**config.mk**
```make
export PLATFORM = sky130hd
export DESIGN_NAME = apb_master_arb
export DESIGN_NICKNAME = d
export VERILOG_FILES = /design/src/rtl/apb_master_arb.sv
export SDC_FILE = /design/constraint.sdc
export NUM_CORES = 1
export LEC_CHECK = 0
export CELL_PAD_IN_SITES_DETAIL_PLACEMENT = 0
export CELL_PAD_IN_SITES_GLOBAL_PLACEMENT = 1
export CORE_ASPECT_RATIO = 0.75
export CORE_MARGIN = 8
export CORE_UTILIZATION = 28
export DETAILED_ROUTE_END_ITERATION = 7
export GPL_ROUTABILITY_DRIVEN = 0
export GPL_TIMING_DRIVEN = 0
export PLACE_DENSITY = 0.94
export SYNTH_ARGS = -nofsm -noshare
export SYNTH_HDL_FRONTEND = slang
export SYNTH_SLANG_ARGS = --single-unit
```
**constraint.sdc**
```tcl
create_clock -name clk -period 4.06 [get_ports clk]
set_input_delay 0.812 -clock clk [delete_from_list [all_inputs] [get_ports clk]]
set_output_delay 0.812 -clock clk [all_outputs]
set_load 0.02 [all_outputs]
```
**src/rtl/apb_master_arb.sv**
```systemverilog
// Round-robin arbiter sharing one APB master port among N_REQ requesters.
// Optional build macro APB_PREADY_EN adds a pready input for slave wait states.
//
// state  | meaning
// IDLE   | bus idle, arbitrating every cycle
// SETUP  | APB setup phase (psel=1, penable=0), address/data latched
// ACCESS | APB access phase (psel=1, penable=1), completes on ready
module apb_master_arb #(
  parameter int N_REQ = 4,
  localparam int IDX_W = $clog2(N_REQ)
) (
  input  logic                  clk,
  input  logic                  rst_n,
  input  logic [N_REQ-1:0]      req_vld,
  input  logic [N_REQ-1:0]      req_wr,
  input  logic [N_REQ*32-1:0]   req_addr,
  input  logic [N_REQ*32-1:0]   req_wdata,
  output logic [N_REQ-1:0]      req_gnt,
  output logic [N_REQ-1:0]      rsp_vld,
  output logic [31:0]           rsp_rdata,
  output logic                  psel,
  output logic                  penable,
  output logic [31:0]           paddr,
  output logic                  pwrite,
  output logic [31:0]           pwdata,
`ifdef APB_PREADY_EN
  input  logic                  pready,
`endif
  input  logic [31:0]           prdata
);

  typedef enum logic [1:0] {IDLE, SETUP, ACCESS} state_t;

  state_t           state;
  logic [IDX_W-1:0] rr_ptr;
  logic [IDX_W-1:0] owner;
  logic [IDX_W-1:0] win;
  logic [IDX_W-1:0] cand;
  logic             found;
  logic             xfer_ready;
  logic             arb_now;

`ifdef APB_PREADY_EN
  assign xfer_ready = pready;
`else
  assign xfer_ready = 1'b1;
`endif

  assign arb_now = (state == IDLE) || ((state == ACCESS) && xfer_ready);

  // First requester at or after rr_ptr+1, wrapping; the previous winner is searched last.
  always_comb begin
    win   = '0;
    cand  = '0;
    found = 1'b0;
    for (int k = 1; k <= N_REQ; k++) begin
      cand = IDX_W'((int'(rr_ptr) + k) % N_REQ);
      if (!found && req_vld[cand]) begin
        win   = cand;
        found = 1'b1;
      end
    end
  end

  always_ff @(posedge clk or negedge rst_n) begin
    if (!rst_n) begin
      state     <= IDLE;
      rr_ptr    <= IDX_W'(N_REQ - 1);
      owner     <= '0;
      req_gnt   <= '0;
      rsp_vld   <= '0;
      rsp_rdata <= '0;
      psel      <= 1'b0;
      penable   <= 1'b0;
      paddr     <= '0;
      pwrite    <= 1'b0;
      pwdata    <= '0;
    end else begin
      req_gnt <= '0;
      rsp_vld <= '0;

      if (state == SETUP) begin
        penable <= 1'b1;
        state   <= ACCESS;
      end

      if ((state == ACCESS) && xfer_ready) begin
        rsp_vld <= N_REQ'(1) << owner;
        if (!pwrite) rsp_rdata <= prdata;
      end

      if (arb_now) begin
        if (found) begin
          state   <= SETUP;
          psel    <= 1'b1;
          penable <= 1'b0;
          owner   <= win;
          rr_ptr  <= win;
          req_gnt <= N_REQ'(1) << win;
          paddr   <= req_addr[{win, 5'd0} +: 32];
          pwrite  <= req_wr[win];
          pwdata  <= req_wdata[{win, 5'd0} +: 32];
        end else begin
          state   <= IDLE;
          psel    <= 1'b0;
          penable <= 1'b0;
        end
      end
    end
  end

endmodule

```
==> results of run 1 <==
## logic make-up after synthesis
family          Yosys count  share of synthesized area, %
buf+inv                  44                          5.33
compound gates           72                          10.6
simple gates             94                          6.86
flops                   112                          48.4
mux                     163                          28.8
## per-stage QoR
| step | setup WS [ns] | TNS, ns | hold WS [ns] |
|---|---|---|---|
| 5_1_grt | 0.927 | 0 | 0.437 |
| 2_1_floorplan | 1.95 | 0 | 0.459 |
| 3_3_place_gp | -2.39 | -263.62 | 0.469 |
| 4_1_cts | 1.08 | 0 | 0.419 |
| 3_5_place_dp | 0.738 | 0 | 0.472 |
| 6_report | 1.13 | 0 | 0.413 |
## state kept, by name (all words and copies together) (netlist names)
| name | cells |
|---|---|
| state | 1 |
| penable | 1 |
| rsp_vld | 4 |
| paddr | 32 |
| pwdata | 32 |
| rsp_rdata | 32 |
| psel | 1 |
| pwrite | 1 |
| req_gnt | 4 |
| rr_ptr | 2 |
| owner | 2 |
## path summary, 6_finish.rpt
| check | startpoint | endpoint | depth (start not counted) |
|---|---|---|---|
| hold reg to reg | paddr[23] | paddr[23] | 2 |
| hold / removal | rst_n | paddr[8] | 1 |
| max in group asynchronous | rst_n | pwdata[1] | 2 |
| setup / recovery | req_vld[3] | pwdata[14] | 7 |
| setup reg to reg | rr_ptr[0] | pwdata[14] | 6 |
| min in group clk | paddr[23] | paddr[23] | 2 |
## cell usage after synthesis
library cell / instances
a21boi_1: 1
a21oi_1: 3
and3b_1: 1
and4b_1: 1
buf_1: 2
buf_12: 5
buf_2: 11
buf_4: 7
buf_6: 1
clkbuf_1: 12
clkbuf_4: 4
dfrtp_1: 110
dfstp_2: 2
inv_1: 2
mux2_1: 26
mux2_2: 6
mux2i_1: 131
nand2_1: 70
nand2b_1: 3
nor2_1: 9
nor2b_1: 4
nor3_1: 1
nor3b_1: 2
nor4_1: 1
o21ai_1: 1
o221ai_1: 65
o22a_1: 1
o32ai_1: 1
or2_1: 1
or2_2: 1
## area by class of cell
type	instances	area, um^2	share of cell area [%]
timing repair buffer	405	4070	38.8
buffer	42	302	2.87
tap	258	323	3.08
sequential	112	2810	26.7
multi-input combinational	329	2680	25.6
clock inverter	6	75.1	0.715
clock buffer	10	229	2.18
inverter	2	7.51	0.0715
## per-layer routing
metal  vias up  GRT usage, %  share of wire [%]
met2       255          32.3                 49
met4         0          5.47                1.9
met5         -             0                  0
li1       2646             -                  -
met3        35          6.62                8.6
met1      2666          22.7                 41
## placed cells by master (no fill, tap or decap), drive strengths merged, types with 2 or more instances in the layout
cell             n
dfrtp          110
buf             28
clkinv           3
nor2b            4
nor2             9
mux2i          131
or2              2
o221ai          65
inv              4
dfstp            2
clkbuf          26
mux2            32
nand2b           3
nor3b            2
nand2           70
a21oi            3
clkdlybuf4s50  403
## where the power goes
part / internal (mW) / leakage (nW) / switching, mW
Clock: 0.490 / 0.150 / 0.441
Sequential: 1.65 / 1.36 / 0.297
Combinational: 1.99 / 3.03 / 2.05
Total: 4.13 / 4.54 / 2.79
==> flow_metrics.py, run 1 <==
metrics = {
    "logic_synthesis": {
        "synth_area_leader_cell": "dfrtp_1",
        "synth.distinct_cells": 30,
        "syn_area_um2": 5800,
        "synthCells": 485,
        "synth_top_area_share_pct": 47.5,
        "syn_avg_cell_area_um2": 12.0,
        "synth_seq_area_share_pct": 48.4,
        "synth_fp_nets": 783,
        "yosys_register_bits": 112,
        "synthTopCellsByArea": "dfrtp_1 (47%), mux2i_1 (23%), o221ai_1 (9.8%)",
        "ys_warn_count": 0,
    },
    "sta": {
        "slew_headroom_pct": 60.0,
        "fmax_mhz": 341,
        "hold_viol": 0,
        "finClkSkew_ns": 0.0120,
        "drv_slew": 0,
        "setup_violations": 0,
        "fin_crit_ns": 2.93,
        "rsz0062_at_grt": "no",
        "period_share_pct": 72.2,
        "worstMarginPinSlew_ns": 0.600,
    },
    "floorplan": {
        "dieWidth_um": 182,
        "die_y_um": 141,
        "fp.coreArea_um2": 20300,
        "num_rows": 45,
        "dieArea_um2": 25600,
        "start_util_pct": 28.6,
        "pin_count": 405,
    },
    "clocking": {
        "cts.clk_slew.worst_paths_ns": 0.08,
        "htreeDepth": 3,
        "post_cts_buffers": 0,
        "root_buffer": "clkbuf_16",
        "cts.path.max_buffers": 2,
        "cts_sinks": 112,
        "ctsHoldBuffers": 0,
        "clock_latency_ns": 0.35,
        "cts_tree": "built",
        "cts_resized": 0,
        "cts-buffers-inserted": 9,
    },
    "place": {
        "dpl_cell_area_um2": 10200,
        "hpwlAfterDp_um": 20500,
        "io_buffer_count": 404,
        "dp.cells": 1148,
    },
    "critical_path": {
        "r2r_setup_slack_ns": 1.86,
        "crit_type": "input port to flip-flop",
        "worst_path_dominant_cell_family": "buffers and inverters",
        "cp.arrival_ns": 3.13,
        "cpPeakStageDelay_ns": 0.50,
        "crit_slowest_cell": "clkdlybuf4s50_1",
        "required_ns": 4.26,
        "path_max_fanout": 10,
        "end_kind": "flip-flop",
        "cp_cell_sequence": "clkdlybuf4s50_1, nor4_1, nor2_1, nand2_1, buf_2, buf_1, o221ai_1",
        "cp-start-kind": "input port",
        "crit_buf_inv": 3,
    },
    "route": {
        "viasPerCell": 4.81,
        "drcViolationCount": 0,
        "post_drt_wl_per_cell_um": 21.6,
        "antenna_left": 0,
        "first_pass_iters": 5,
        "drt_iter0_drc": 289,
        "wl_um": 25100,
        "num_vias": 5602,
    },
    "power_and_ir_drop": {
        "finalPower_mw": 6.92,
        "vdd_drop_max_v": 0.000244,
        "p_leak_nw": 4.54,
        "power_density_nw_per_um2": 659,
    },
    "global_routing": {
        "grt_usage_pct": 19.1,
        "overflow": 0,
        "grt_pass1_vias": 6195,
        "grt_max_degree": 60,
        "grt_antenna_before_repair": 0,
        "grt_pass1_wl_um": 37900,
    },
    "run": {
        "drv_cap": 0,
    },
    "finish": {
        "fillCellCount": 1858,
        "fin_nets": 1199,
        "drive_gt1_share_pct": 5.96,
        "finish.utilization_pct": 51.8,
        "area_growth_pct": 81.1,
        "final-instance-count-excl-fill": 1164,
        "final_area_um2": 10500,
        "antennaDiodeCount": 0,
    },
    "hold_path": {
        "min_path_type": "input port to asynchronous set/reset pin",
    },
    "status": {
        "status": "finished, final reports clean",
    },
}
(Power assumes the default switching activity.)
==> run 2: changes to the inputs <==
Settings changed: CORE_UTILIZATION 28 to 23, PLACE_DENSITY 0.94 to 0.83.
Clock period 4.06 ns to 2.4 ns, I/O delays scaled along.
==> run 2 against run 1 <==
Die area is 19% higher. Wire length grew 5.5%. Non-clock buffer count fell by 1. Count of clock-buffer cells in the layout is 1 lower. Sequential cell count stayed put. Register-to-register slack lost 1.6 ns. Utilization fell by 9.1 points. Combinational power rose by 71%. Worst hold slack got worse by 0.31 ns. First-iteration DRC count down 15%. Critical endpoint is now pwdata[11].
==> flow_metrics.py, run 2 (synthesis gave the netlist of run 1 again) <==
metrics = {
    "route": {
        "antenna_left": 0,
        "drcViolationCount": 0,
        "drt_iter0_drc": 245,
        "post_drt_wl_per_cell_um": 21.3,
        "viasPerCell": 4.52,
        "wl_um": 26500,
        "num_vias": 5618,
        "first_pass_iters": 4,
    },
    "floorplan": {
        "die_y_um": 154,
        "fp.coreArea_um2": 24800,
        "pin_count": 405,
        "dieArea_um2": 30600,
        "num_rows": 50,
        "dieWidth_um": 199,
        "start_util_pct": 23.3,
    },
    "sta": {
        "period_share_pct": 95.4,
        "drv_slew": 0,
        "setup_violations": 0,
        "worstMarginPinSlew_ns": 0.618,
        "hold_viol": 0,
        "fin_crit_ns": 2.29,
        "slew_headroom_pct": 58.8,
        "finClkSkew_ns": 0.00900,
        "fmax_mhz": 437,
        "setup_tns_ns": 0,
    },
    "run": {
        "drv_cap": 0,
    },
    "finish": {
        "multi_input_area_um2": 2690,
        "antennaDiodeCount": 0,
        "final-instance-count-excl-fill": 1243,
        "fillCellCount": 2400,
        "ff_latch_area_um2": 2810,
        "layout_common_cells": "clkdlybuf4s50_1 (403), mux2i_1 (130), dfrtp_1 (110)",
        "area_growth_pct": 83.0,
        "fin_nets": 1198,
        "layout_commonest_cell": "clkdlybuf4s50_1",
        "largest_registers": "paddr: 32 flops, pwdata: 32 flops, rsp_rdata: 32 flops",
        "drive_gt1_share_pct": 6.85,
    },
    "critical_path": {
        "cp-start-kind": "input port",
        "crit_slowest_cell": "clkdlybuf4s50_1",
        "required_ns": 2.62,
        "r2r_setup_slack_ns": 0.26,
        "path_max_fanout": 10,
        "cp.arrival_ns": 2.51,
        "end_kind": "flip-flop",
        "worst_path_dominant_cell_family": "buffers and inverters",
        "crit_buf_inv": 3,
        "crit_type": "input port to flip-flop",
        "cp_cell_sequence": "clkdlybuf4s50_1, nor4_2, nor2_1, nand2_1, clkbuf_4, buf_2, o221ai_1",
        "cpPeakStageDelay_ns": 0.49,
    },
    "clocking": {
        "cts_tree": "built",
        "cts.path.max_buffers": 2,
        "clock_latency_ns": 0.36,
        "htreeDepth": 3,
        "cts_sinks": 112,
        "ctsHoldBuffers": 0,
        "root_buffer": "clkbuf_16",
        "cts-buffers-inserted": 9,
        "cts.clk_slew.worst_paths_ns": 0.09,
    },
    "status": {
        "status": "finished, final reports clean",
    },
    "global_routing": {
        "grt_pass1_wl_um": 39400,
        "grt_max_degree": 58,
        "grt_pass1_vias": 6281,
        "overflow": 0,
        "grt_usage_pct": 16.7,
        "grt_antenna_before_repair": 0,
    },
    "place": {
        "hpwlAfterDp_um": 21300,
        "io_buffer_count": 404,
        "dp.cells": 1228,
    },
    "hold_path": {
        "min_path_type": "input port to asynchronous set/reset pin",
    },
    "power_and_ir_drop": {
        "vdd_drop_max_v": 0.000536,
        "power_density_nw_per_um2": 1100,
        "p_leak_nw": 4.54,
    },
}
-- run 2: changes by cell type in the layout (fill, tap and decap cells not counted), sizes merged --
cell / change
buf: -2
clkinvlp: +1
bufinv: -1
clkinv: +1
-- run 2: metal layers --
metal	GRT usage, %	vias to the layer above	share of wire [%]	wire length, um
li1	-	2640	-	-
met1	20.6	2686	42	11200
met2	27.8	273	47	12400
met3	5.74	19	9.4	2490
met4	3.32	0	1.2	329
met5	0	-	0	0
-- run 2: metrics by stage --
| stage | power (mW) | cell area (um^2) | hold slack (ns) | util, % | setup slack [ns] |
|---|---|---|---|---|---|
| after floorplan | 6.99 | 5800 | 0.184 | - | 0.618 |
| after global placement | 10.2 | 10300 | 0.468 | 41.3 | -3.89 |
| after detailed placement | 10.3 | 10300 | 0.472 | 41.4 | -0.537 |
| after CTS | 11.9 | 10600 | 0.112 | 42.6 | 0.0231 |
| after global routing | 12.5 | 10600 | 0.130 | 42.7 | -0.0266 |
| final | 11.7 | 10600 | 0.0995 | 42.7 | 0.111 |
-- run 2: worst register-to-register path: stages, from the launching register on --
cell      delay, ns
dfstp_2        0.55
and3b_1        0.17
o32ai_1        0.32
nand2_1        0.25
clkbuf_4       0.29
buf_2          0.24
o221ai_1       0.24
-- run 2: final cells by class --
class | instances | share of cell area, %
Multi-Input combinational cell | 329 | 25.4
Clock buffer | 9 | 2.12
Buffer | 41 | 2.98
Sequential cell | 112 | 26.4
Timing Repair Buffer | 405 | 38.4
Inverter | 2 | 0.0708
Tap cell | 338 | 3.99
Clock inverter | 7 | 0.625
-- run 2: what timing repair did --
item                       CTS  global route
setup endpoints to repair   21            54
cloned                       0             0
pin swaps                    0             0
gates resized for setup      2            12
buffers inserted             0             0
-- run 2: power by group --
group          leakage [nW]  total (mW)  switching, mW  internal (mW)
registers              1.36        3.29          0.497           2.80
clock network         0.141        1.53          0.799          0.730
logic                  3.04        6.90           3.52           3.38
total                  4.54        11.7           4.82           6.91
-- run 2: worst paths after layout --
path                               start            end  cells past startpoint
max                           req_vld[1]     pwdata[11]                      7
min                                rst_n       paddr[6]                      1
max reg2reg                    rr_ptr[0]     pwdata[11]                      6
min reg2reg                rsp_rdata[14]  rsp_rdata[14]                      1
max in group asynchronous          rst_n     pwdata[31]                      2
min in group clk           rsp_rdata[14]  rsp_rdata[14]                      1
==> run 3: changes to the inputs <==
Settings changed: ABC_CLOCK_PERIOD_IN_PS set to 2400.
==> results of run 3 <==
No change in the layout: final DEF, timing and power equal those of run 2.
